`src/rtl/uart_rx.sv`:
```
// 8N1 UART receiver: 2-flop line synchronizer, mid-bit sampling FSM and a
// one-byte output buffer with valid/ready handshake, framing-error and overrun pulses.
module uart_rx #(
    parameter int unsigned CLKS_PER_BIT = 868
) (
    input  logic       clk,
    input  logic       reset,
    input  logic       rxd,
    input  logic       rx_ready,
    output logic [7:0] rx_data,
    output logic       rx_valid,
    output logic       frame_err,
    output logic       overrun,
    output logic       busy
);

    localparam int unsigned TW = (CLKS_PER_BIT > 1) ? $clog2(CLKS_PER_BIT) : 1;
    localparam logic [TW-1:0] HALF_LAST = TW'(CLKS_PER_BIT / 2 - 1);
    localparam logic [TW-1:0] FULL_LAST = TW'(CLKS_PER_BIT - 1);

    typedef enum logic [2:0] {
        IDLE  = 3'd0,
        START = 3'd1,
        DATA  = 3'd2,
        STOP  = 3'd3,
        BREAK = 3'd4
    } state_t;

    state_t        state;
    logic          rx_meta;
    logic          rxs;
    logic [TW-1:0] timer;
    logic [2:0]    idx;
    logic [7:0]    shift;

    // Line synchronizer; resets to the idle level so reset never looks like a start bit.
    always_ff @(posedge clk or posedge reset) begin
        if (reset) begin
            rx_meta <= 1'b1;
            rxs     <= 1'b1;
        end else begin
            rx_meta <= rxd;
            rxs     <= rx_meta;
        end
    end

    always_ff @(posedge clk or posedge reset) begin
        if (reset) begin
            state     <= IDLE;
            timer     <= '0;
            idx       <= '0;
            shift     <= '0;
            rx_data   <= '0;
            rx_valid  <= 1'b0;
            frame_err <= 1'b0;
            overrun   <= 1'b0;
            busy      <= 1'b0;
        end else begin
            frame_err <= 1'b0;
            overrun   <= 1'b0;
            if (rx_valid && rx_ready) begin
                rx_valid <= 1'b0;
            end
            case (state)
                IDLE: begin
                    timer <= '0;
                    idx   <= '0;
                    if (!rxs) begin
                        state <= START;
                        busy  <= 1'b1;
                    end
                end
                // Half-bit check re-centres all later samples in the middle of each bit.
                START: begin
                    if (timer == HALF_LAST) begin
                        timer <= '0;
                        if (rxs) begin
                            state <= IDLE;
                            busy  <= 1'b0;
                        end else begin
                            state <= DATA;
                        end
                    end else begin
                        timer <= timer + TW'(1);
                    end
                end
                DATA: begin
                    if (timer == FULL_LAST) begin
                        timer      <= '0;
                        shift[idx] <= rxs;
                        idx        <= idx + 3'd1;
                        if (idx == 3'd7) begin
                            state <= STOP;
                        end
                    end else begin
                        timer <= timer + TW'(1);
                    end
                end
                // A completing byte may also complete the handshake on the same cycle.
                STOP: begin
                    if (timer == FULL_LAST) begin
                        timer <= '0;
                        if (rxs) begin
                            state <= IDLE;
                            busy  <= 1'b0;
                            if (!rx_valid || rx_ready) begin
                                rx_data  <= shift;
                                rx_valid <= 1'b1;
                            end else begin
                                overrun <= 1'b1;
                            end
                        end else begin
                            frame_err <= 1'b1;
                            state     <= BREAK;
                        end
                    end else begin
                        timer <= timer + TW'(1);
                    end
                end
                BREAK: begin
                    if (rxs) begin
                        state <= IDLE;
                        busy  <= 1'b0;
                    end
                end
                default: begin
                    state <= IDLE;
                    busy  <= 1'b0;
                end
            endcase
        end
    end

endmodule

```
`config.mk`:
```
export PLATFORM = sky130hd
export DESIGN_NAME = uart_rx
export DESIGN_NICKNAME = d
export VERILOG_FILES = /design/src/rtl/uart_rx.sv
export SDC_FILE = /design/constraint.sdc
export NUM_CORES = 1
export LEC_CHECK = 0
export BUFFER_PORTS_ARGS = -buffer_cell sky130_fd_sc_hd__buf_2
export CAP_MARGIN = 20
export CORE_MARGIN = 4
export CORE_UTILIZATION = 55
export CTS_CLUSTER_DIAMETER = 60
export DETAILED_ROUTE_END_ITERATION = 7
export HOLD_SLACK_MARGIN = 0.1
export PLACE_DENSITY_LB_ADDON = 0.08
export SYNTH_ARGS = -nofsm -noshare
export SYNTH_HDL_FRONTEND = slang
export SYNTH_SLANG_ARGS = --single-unit
```
`constraint.sdc`:
```
create_clock -name clk -period 2.1 [get_ports clk]
set_input_delay 0.42 -clock clk [delete_from_list [all_inputs] [get_ports clk]]
set_output_delay 0.42 -clock clk [all_outputs]
set_load 0.01 [all_outputs]
```
==> impl_metrics.json, run 1 <==
{
  "synth.distinct_cells": 53,
  "synth_area_mm2": 0.00198,
  "num_rows": 21,
  "ant_nets": 0,
  "drtPass1Iterations": 4,
  "final-setup-viol-count": 0,
  "multi_input_area_mm2": 0.00104,
  "io_pins": 16,
  "dr_wl_met3_um": 226,
  "fin_area_mm2": 0.00226,
  "cts_tree": "yes",
  "fp.dieH_um": 68.0,
  "worstSetupStartpoint": "timer[1]",
  "grt_pass1_vias": 1564,
  "postLayoutSetupSlackWorst_ps": 120,
  "die_width_um": 68.0,
  "antenna_found_initial": 0,
  "top_layer": "met4",
  "rrSetupSlack_ps": 120,
  "powerDensity_mw_per_mm2": 501,
  "place_area_mm2": 0.00212,
  "die-area_mm2": 0.00463,
  "path_class": "reg -> reg",
  "leakage_nw": 1.04,
  "htree_levels": 2,
  "synth_simple_gate_area_share_pct": 24.7,
  "synth_fa_ha_area_share_pct": 2.53,
  "relSlewSlack_pct": 67.7,
  "clock-sinks": 38,
  "vias": 1505,
  "reg2reg_to": "shift[4]",
  "worstHoldPathType": "in -> async",
  "hold_viol_final": 0,
  "synth.avg_cell_area_um2": 10.9,
  "diodes": 0,
  "end_kind": "register",
  "vdd_drop_max_mv": 0.409,
  "tns_ps": 0,
  "grt_max_degree": 39,
  "required_ps": 2340,
  "worst_ep_arrival_time_ps": 2230,
  "drt_iter0_drc": 157,
  "async_reset_ff_share_pct": 100,
  "worst_r2r_path_depth": 6,
  "fin_skew_ps": 27.6,
  "synth_compound_area_share_pct": 10.2,
  "synth_top_family_by_area": "simple AND/OR/NAND/NOR gates",
  "grt_pass1_wl_mm": 7.25,
  "core_area_mm2": 0.00342,
  "synth_warnings": 0,
  "vias_per_cell": 6.07,
  "gp_congestion": 0.864,
  "drv_cap": 0,
  "area_delta_synth_final_pct": 13.9,
  "clk-insertion-delay-late_ps": 370,
  "wl_met2_mm": 2.01,
  "worst_hold_slack_ps": 141,
  "r2r_start": "timer[1]",
  "cp_max_fo": 5,
  "fillers": 284,
  "fmax_mhz": 505,
  "wl_per_cell_um": 16.9,
  "track_usage_pct": 21.2,
  "fin_nets": 209,
  "hpwl_mm": 2.93,
  "io_buffers": 15,
  "report.final.slew_viol_count": 0,
  "routed_wl_mm": 4.19,
  "synth_edf_count": 0,
  "status": "finished, final reports clean",
  "register_area_um2": 955,
  "worst_slew_pin_slew_ps": 484,
  "synth_cells": 181,
  "drc": 0,
  "synthXorXnorAreaFrac_pct": 0,
  "layout-drive-gt1-share_pct": 29.2,
  "cts_buffers": 5,
  "place_ws_ps": -26.3,
  "ys.flop_type": "dfrtp_1",
  "fin_crit_sh_pct": 94.3,
  "ys_seq_elements": 38,
  "syn-num-nets": 189,
  "fin_crit_ps": 1980,
  "drt-met1-wl_mm": 1.86,
  "synth.area.mux_share_pct": 11.1,
  "initial_utilization_pct": 58.0,
  "clockRootBuffer": "clkbuf_4",
  "grt_overflow": 0,
  "hold_buffers": 0,
  "rsz0062_at_grt": "false",
  "endpoint": "shift[4]",
  "crit_path_start_kind": "register",
  "synth_seq_area_share_pct": 48.1,
  "clk_pin_slew_ps": 130,
  "clock_path_buffers": 2
}
[placed cells by master (no fill, tap or decap), types with 4 or more instances in the layout]
| cell | synthesis | routed |
|---|---|---|
| a21oi_1 | 4 | 4 |
| buf_2 | 4 | 15 |
| buf_4 | 1 | 9 |
| clkbuf_4 | 0 | 5 |
| dfrtp_1 | 36 | 35 |
| inv_1 | 4 | 4 |
| mux2_1 | 8 | 8 |
| mux2_4 | 8 | 8 |
| nand2_1 | 19 | 18 |
| nand3_1 | 11 | 10 |
| nand4_1 | 6 | 6 |
| nor2_1 | 8 | 8 |
| nor3_1 | 6 | 5 |
| o21ai_0 | 7 | 7 |
[report_power, final]
group	internal [mW]	switching (mW)
Combinational	0.00549	0.0193
Clock	0.128	0.243
Sequential	0.735	0.000967
Total	0.868	0.263
[timing repair]
action | 4_1_cts | 5_1_grt
pin swaps | 0 | 2
resized for setup | 1 | 11
setup buffers | 0 | 1
setup endpoints to repair | 1 | 27
cloned | 0 | 0
[critical path, cell delays in order (launching register included)]
cell,delay [ps]
dfrtp_1,470
ha_4,170
nor4bb_2,270
buf_4,190
nand4_4,150
nor4b_4,290
mux2_1,340
[kinds of logic (layout without fill, tap and decap cells)]
family | Yosys count | count (layout)
buffers and inverters | 15 | 36
muxes | 17 | 17
DFF | 38 | 38
and+or+nand+nor | 79 | 79
AOI/OAI and AO/OA | 28 | 28
adders and majority gates | 4 | 4
[synthesized netlist by cell type, drive strengths merged, types with 2 or more instances]
| cell | instances | area [um^2] |
|---|---|---|
| dfrtp | 36 | 901 |
| nand2 | 19 | 71.3 |
| mux2 | 16 | 210 |
| nand3 | 12 | 72.6 |
| nor2 | 8 | 30.0 |
| nand4 | 7 | 58.8 |
| o21ai | 7 | 35.0 |
| buf | 6 | 31.3 |
| nor3 | 6 | 30.0 |
| clkbuf | 5 | 18.8 |
| a21oi | 4 | 20.0 |
| ha | 4 | 50.1 |
| inv | 4 | 15.0 |
| a41oi | 3 | 33.8 |
| and2 | 3 | 18.8 |
| and3 | 3 | 23.8 |
| nor4 | 3 | 18.8 |
| a22oi | 2 | 15.0 |
| and4 | 2 | 20.0 |
| dfstp | 2 | 52.6 |
| nand3b | 2 | 15.0 |
| nor3b | 2 | 20.0 |
| nor4bb | 2 | 26.3 |
| o311ai | 2 | 17.5 |
| o31ai | 2 | 15.0 |
| or2 | 2 | 12.5 |
[worst min-delay path by stage]
stage	start	endpoint	slack [ps]	depth (start not counted)
after CTS	rxd	rx_meta	140	1
final	reset	shift[5]	140	3
after global routing	rxd	rx_meta	130	1
after global placement	rx_meta	rxs	350	0
after floorplan	rx_meta	rxs	350	0
after detailed placement	rx_meta	rxs	350	0
[layer usage]
| layer | up-vias | track usage, % |
|---|---|---|
| met1 | 737 | 27.9 |
| met5 | - | 0 |
| li1 | 715 | - |
| met4 | 0 | 9.18 |
| met3 | 12 | 6.24 |
| met2 | 41 | 32.3 |
[registers in the layout (all words and copies together) (netlist names)]
register / flops
busy: 1
frame_err: 1
idx: 3
overrun: 1
rx_data: 8
rx_meta: 1
rx_valid: 1
rxs: 1
shift: 8
state: 3
timer: 10
[per-stage QoR]
step	power (mW)	util (%)	instances
after floorplan	0.765	-	181
after global placement	0.775	62.2	239
after detailed placement	0.776	62.2	239
after CTS	1.14	63.9	247
after global routing	1.18	66.1	248
final	1.13	66.1	248
[layout make-up]
cell class                      instances  area share [%]
Multi-Input combinational cell        128            45.9
Sequential cell                        38            42.3
Timing Repair Buffer                   24            6.32
Tap cell                               46            2.55
Clock buffer                            6            1.83
Inverter                                4           0.665
Clock inverter                          2           0.443
No activity file was read; power rests on OpenSTA's default activity.
==> run 2, diff against run 1 <==
- CELL_PAD_IN_SITES_DETAIL_PLACEMENT: default -> 1
- CELL_PAD_IN_SITES_GLOBAL_PLACEMENT: default -> 1
- CORE_UTILIZATION: 55 -> 47
==> run 2 against run 1 <==
  * Register-to-register slack improved by 30 ps
  * Sequential share of layout area fell by 0.65 points
  * Worst hold slack improved by 83 ps
  * Setup slack better by 31 ps
  * Clock power grew 63%
  * Critical path type unchanged
  * First-iteration DRC count decreased by 61%
  * Combinational power is essentially flat
  * Power grew 21%
  * Routed wire length is 7.2% higher
  * Cell count grew 2.4%
  * Sequential power hardly changed
  * Global-route usage fell by 2.5 points
==> impl_metrics.json, run 2 (synthesis gave the netlist of run 1 again) <==
{
  "wl_per_cell_um": 17.7,
  "rsz0062_at_grt": "false",
  "ant_nets": 0,
  "leakage_nw": 1.07,
  "end_kind": "register",
  "cp_cell_sequence": "ha_4, nor4bb_1, buf_4, nand4_4, nor4b_4, mux2_1",
  "layout-drive-gt1-share_pct": 27.0,
  "drt_iter0_drc": 61,
  "fin_nets": 211,
  "clk_pin_slew_ps": 80,
  "area_delta_synth_final_pct": 15.7,
  "largest_register_ffs": 10,
  "grt_max_degree": 39,
  "drv_cap": 0,
  "io_pins": 16,
  "clockRootBuffer": "clkbuf_8",
  "antenna_found_initial": 0,
  "fin_crit_ps": 1950,
  "diodes": 0,
  "hpwl_mm": 3.27,
  "fin_crit_sh_pct": 92.8,
  "die-area_mm2": 0.00532,
  "cts_buffers": 5,
  "top_register": "timer",
  "clock_path_buffers": 2,
  "required_ps": 2270,
  "initial_utilization_pct": 49.2,
  "clock-sinks": 38,
  "slowest_delay_ps": 430,
  "vias": 1520,
  "htree_levels": 2,
  "routed_wl_mm": 4.49,
  "grt_overflow": 0,
  "status": "finished, final reports clean",
  "worstHoldPathType": "in -> reg",
  "layout_commonest_cell": "dfrtp_1",
  "num_rows": 23,
  "io_buffers": 15,
  "reg_top3": "timer: 10 flops, rx_data: 8 flops, shift: 8 flops",
  "fillers": 443,
  "clk-insertion-delay-late_ps": 290,
  "path_class": "reg -> reg",
  "crit_path_start_kind": "register",
  "layout_common_cells": "35 x dfrtp_1, 18 x nand2_1, 15 x buf_2",
  "cp_max_fo": 5,
  "relSlewSlack_pct": 68.7,
  "grt_pass1_vias": 1617,
  "gp_congestion": 0.838,
  "hold_viol_final": 0,
  "vias_per_cell": 5.98,
  "place_ws_ps": -8.33,
  "worst_hold_slack_ps": 224,
  "powerDensity_mw_per_mm2": 595,
  "drtPass1Iterations": 4,
  "report.final.slew_viol_count": 0,
  "worst_slew_pin_slew_ps": 470,
  "vdd_drop_max_mv": 0.274,
  "track_usage_pct": 18.7,
  "drc": 0,
  "cts_tree": "yes",
  "fp.dieH_um": 72.9,
  "fmax_mhz": 513,
  "worst_r2r_path_depth": 6,
  "final-setup-viol-count": 0,
  "fin_skew_ps": 10.8,
  "core_area_mm2": 0.00403,
  "die_width_um": 72.9,
  "grt_pass1_wl_mm": 7.67,
  "cp_slowest_cell": "dfrtp_1",
  "worst_ep_arrival_time_ps": 2120,
  "postLayoutSetupSlackWorst_ps": 150,
  "worstHoldPathCells": 1
}
## run 2: cell types whose count changed in the layout (fill, tap and decap cells not counted), sizes merged
cell	before	now
buf	24	26
clkinv	2	0
bufinv	0	1
clkbuf	6	7
## run 2: layer usage
layer | track usage, % | part of all wire [%] | vias to the layer above
met5 | 0 | 0 | -
met4 | 6.15 | 1.5 | 0
met3 | 4.13 | 3.0 | 5
met2 | 35.0 | 56 | 19
met1 | 20.6 | 40 | 779
li1 | - | - | 717
## run 2: final timing paths
path	slack, ps	from	endpoint
worst min register to register	360	rx_meta	rxs
worst min-delay path	220	rxd	rx_meta
worst max register to register	150	timer[1]	shift[4]
min in group asynchronous	230	reset	overrun
max in group asynchronous	1510	reset	timer[0]
worst max-delay path	150	timer[1]	shift[4]
## run 2: critical path, delay by kind of cell (launching register included)
family | cells | cell delay (ps)
DFF | 1 | 430
buffers and inverters | 1 | 190
adders and majority gates | 1 | 170
muxes | 1 | 340
and+or+nand+nor | 3 | 700
## run 2: per-stage QoR
| stage | cells | util (%) | setup TNS (ps) | area [um^2] | power [mW] |
|---|---|---|---|---|---|
| after global routing | 254 | 56.9 | 0 | 2290 | 1.42 |
| after global placement | 244 | 53.0 | 0 | 2140 | 0.775 |
| after CTS | 252 | 55.9 | 0 | 2250 | 1.38 |
| final | 254 | 56.9 | 0 | 2290 | 1.36 |
| after floorplan | 181 | - | 0 | 1980 | 0.765 |
| after detailed placement | 244 | 53.0 | -8.33 | 2140 | 0.776 |
## run 2: layout make-up
class | instances | area, um^2 | area share, %
inverters | 4 | 15.0 | 0.655
repair buffers | 26 | 158 | 6.88
multi-input cells | 128 | 996 | 43.4
clock inverters | 1 | 30.0 | 1.31
well taps | 50 | 62.6 | 2.73
flip-flops and latches | 38 | 955 | 41.6
clock buffers | 7 | 76.3 | 3.33
## run 2: repair_timing
| action | CTS | global route |
|---|---|---|
| hold buffers | 0 | 0 |
| gates resized for setup | 1 | 5 |
| cloned | 0 | 0 |
| setup endpoints to repair | 1 | 22 |
| buffers inserted | 0 | 2 |
## run 2: power breakdown
group | switching, mW | internal, mW
combinational | 0.0193 | 0.00551
clock | 0.248 | 0.355
sequential | 0.000892 | 0.735
==> run 3, diff against run 2 <==
- MAX_ROUTING_LAYER: default -> met4
- clock period: 2.1 -> 2.17 ns (I/O delays scaled with it)
==> run 3 against run 2 <==
  * Cell count decreased by 1.2%
  * Maximum frequency decreased by 4.4%
  * Critical path type unchanged
  * Clock power is 20% higher
  * Cell area is 0.16% higher
  * Clock skew fell by 7.7 ps
  * Sequential power down 2.9%
  * Critical endpoint is now shift[0]
  * Register-to-register slack worse by 20 ps
==> impl_metrics.json, run 3 (synthesis gave the netlist of run 1 again) <==
{
  "initial_utilization_pct": 49.2,
  "clk_pin_slew_ps": 80,
  "grt_pass1_vias": 1493,
  "drc": 0,
  "worst_hold_slack_ps": 237,
  "grt_max_degree": 39,
  "hpwl_mm": 3.17,
  "top_layer": "met4",
  "fin_skew_ps": 3.11,
  "drt-met1-wl_mm": 1.87,
  "dr_wl_met3_um": 87,
  "htree_levels": 2,
  "end_kind": "register",
  "powerDensity_mw_per_mm2": 636,
  "io_pins": 16,
  "fin_cells": 251,
  "die-area_mm2": 0.00532,
  "wl_met2_mm": 2.41,
  "cts_tree": "yes",
  "fin_crit_ps": 2040,
  "fin_crit_sh_pct": 94.0,
  "layout_common_cells": "36 x dfrtp_1, 18 x nand2_1, 15 x buf_2",
  "relSlewSlack_pct": 68.6,
  "fmax_mhz": 490,
  "worstHoldPathCells": 1,
  "fin_nets": 208,
  "worstHoldPathType": "in -> reg",
  "rrSetupSlack_ps": 130,
  "leakage_nw": 1.07,
  "final-setup-viol-count": 0,
  "clock-sinks": 38,
  "utilization_pct": 57.0,
  "cp_max_fo": 7,
  "grt_overflow": 0,
  "register_area_um2": 953,
  "layout_commonest_cell": "dfrtp_1",
  "area_delta_synth_final_pct": 15.8,
  "grt_pass1_wl_mm": 7.31,
  "drtPass1Iterations": 4,
  "diodes": 0,
  "clock_path_buffers": 2,
  "worst_r2r_path_depth": 6,
  "clockRootBuffer": "clkbuf_8",
  "status": "finished, final reports clean",
  "layout-drive-gt1-share_pct": 27.4,
  "vdd_drop_max_mv": 0.304,
  "r2r_start": "timer[1]",
  "hold_path_startpoint": "rxd",
  "clk-insertion-delay-late_ps": 290,
  "track_usage_pct": 18.2,
  "antenna_found_initial": 0,
  "top_register": "timer",
  "io_buffers": 15,
  "vias_per_cell": 5.90,
  "die_width_um": 72.9,
  "required_ps": 2340,
  "crit_path_start_kind": "register",
  "multi_input_area_um2": 992,
  "report.final.slew_viol_count": 0,
  "worst_ep_arrival_time_ps": 2210,
  "largest_register_ffs": 10,
  "postLayoutSetupSlackWorst_ps": 130,
  "routed_wl_mm": 4.42,
  "ant_nets": 0,
  "cts_buffers": 5,
  "path_class": "reg -> reg",
  "wl_per_cell_um": 17.6,
  "fillers": 440,
  "vias": 1482,
  "core_area_mm2": 0.00403,
  "place_ws_ps": 69.3,
  "drv_cap": 0,
  "reg_top3": "timer: 10 flops, rx_data: 8 flops, shift: 8 flops",
  "num_rows": 23,
  "fp.dieH_um": 72.9,
  "p_total_mw": 1.46,
  "gp_congestion": 0.827,
  "place_inst": 241,
  "drt_iter0_drc": 84,
  "worst_slew_pin_slew_ps": 471,
  "hold_buffers": 0,
  "worstSetupStartpoint": "timer[1]",
  "hold_viol_final": 0
}
## run 3: metrics by stage
| stage | setup TNS [ps] | cell area, um^2 |
|---|---|---|
| finish | 0 | 2300 |
| floorplan | 0 | 1980 |
| CTS | 0 | 2250 |
| global placement | 0 | 2110 |
| global route | -7.19 | 2300 |
| detailed placement | 0 | 2110 |
## run 3: layer usage
| layer | global-route usage [%] | vias up |
|---|---|---|
| met4 | 4.30 | 0 |
| li1 | - | 711 |
| met3 | 3.72 | 7 |
| met1 | 21.7 | 749 |
| met5 | - | - |
| met2 | 31.5 | 15 |
## run 3: worst paths after layout
check / to
min in group asynchronous: shift[4]
setup / recovery: shift[0]
setup reg to reg: shift[0]
hold / removal: rx_meta
max in group asynchronous: rx_meta
hold reg to reg: rxs
## run 3: timing repair
item                       in CTS  in global routing
gates resized for setup         0                  5
setup endpoints to repair       0                 12
buffers inserted                0                  2
## run 3: power by group
group          switching [mW]  total, mW  internal [mW]  leakage, nW
sequential            0.00438      0.715          0.711        0.504
clock                   0.264      0.725          0.461       0.0683
combinational          0.0149     0.0190        0.00410        0.502
## run 3: worst max-delay path, cell delays in order, from the launching register on
cell and delay [ps]:
dfrtp_1 410, ha_1 220, nor4bb_2 290, buf_4 200, nand4_4 150, nor4_1 290
mux2_1 370
## run 3: final cells by class
type / count / area share, %
multi-input cells: 128 / 43.2
repair buffers: 23 / 5.89
well taps: 50 / 2.72
clock buffers: 5 / 3.00
flip-flops and latches: 38 / 41.5
clock inverters: 3 / 3.00
inverters: 4 / 0.654
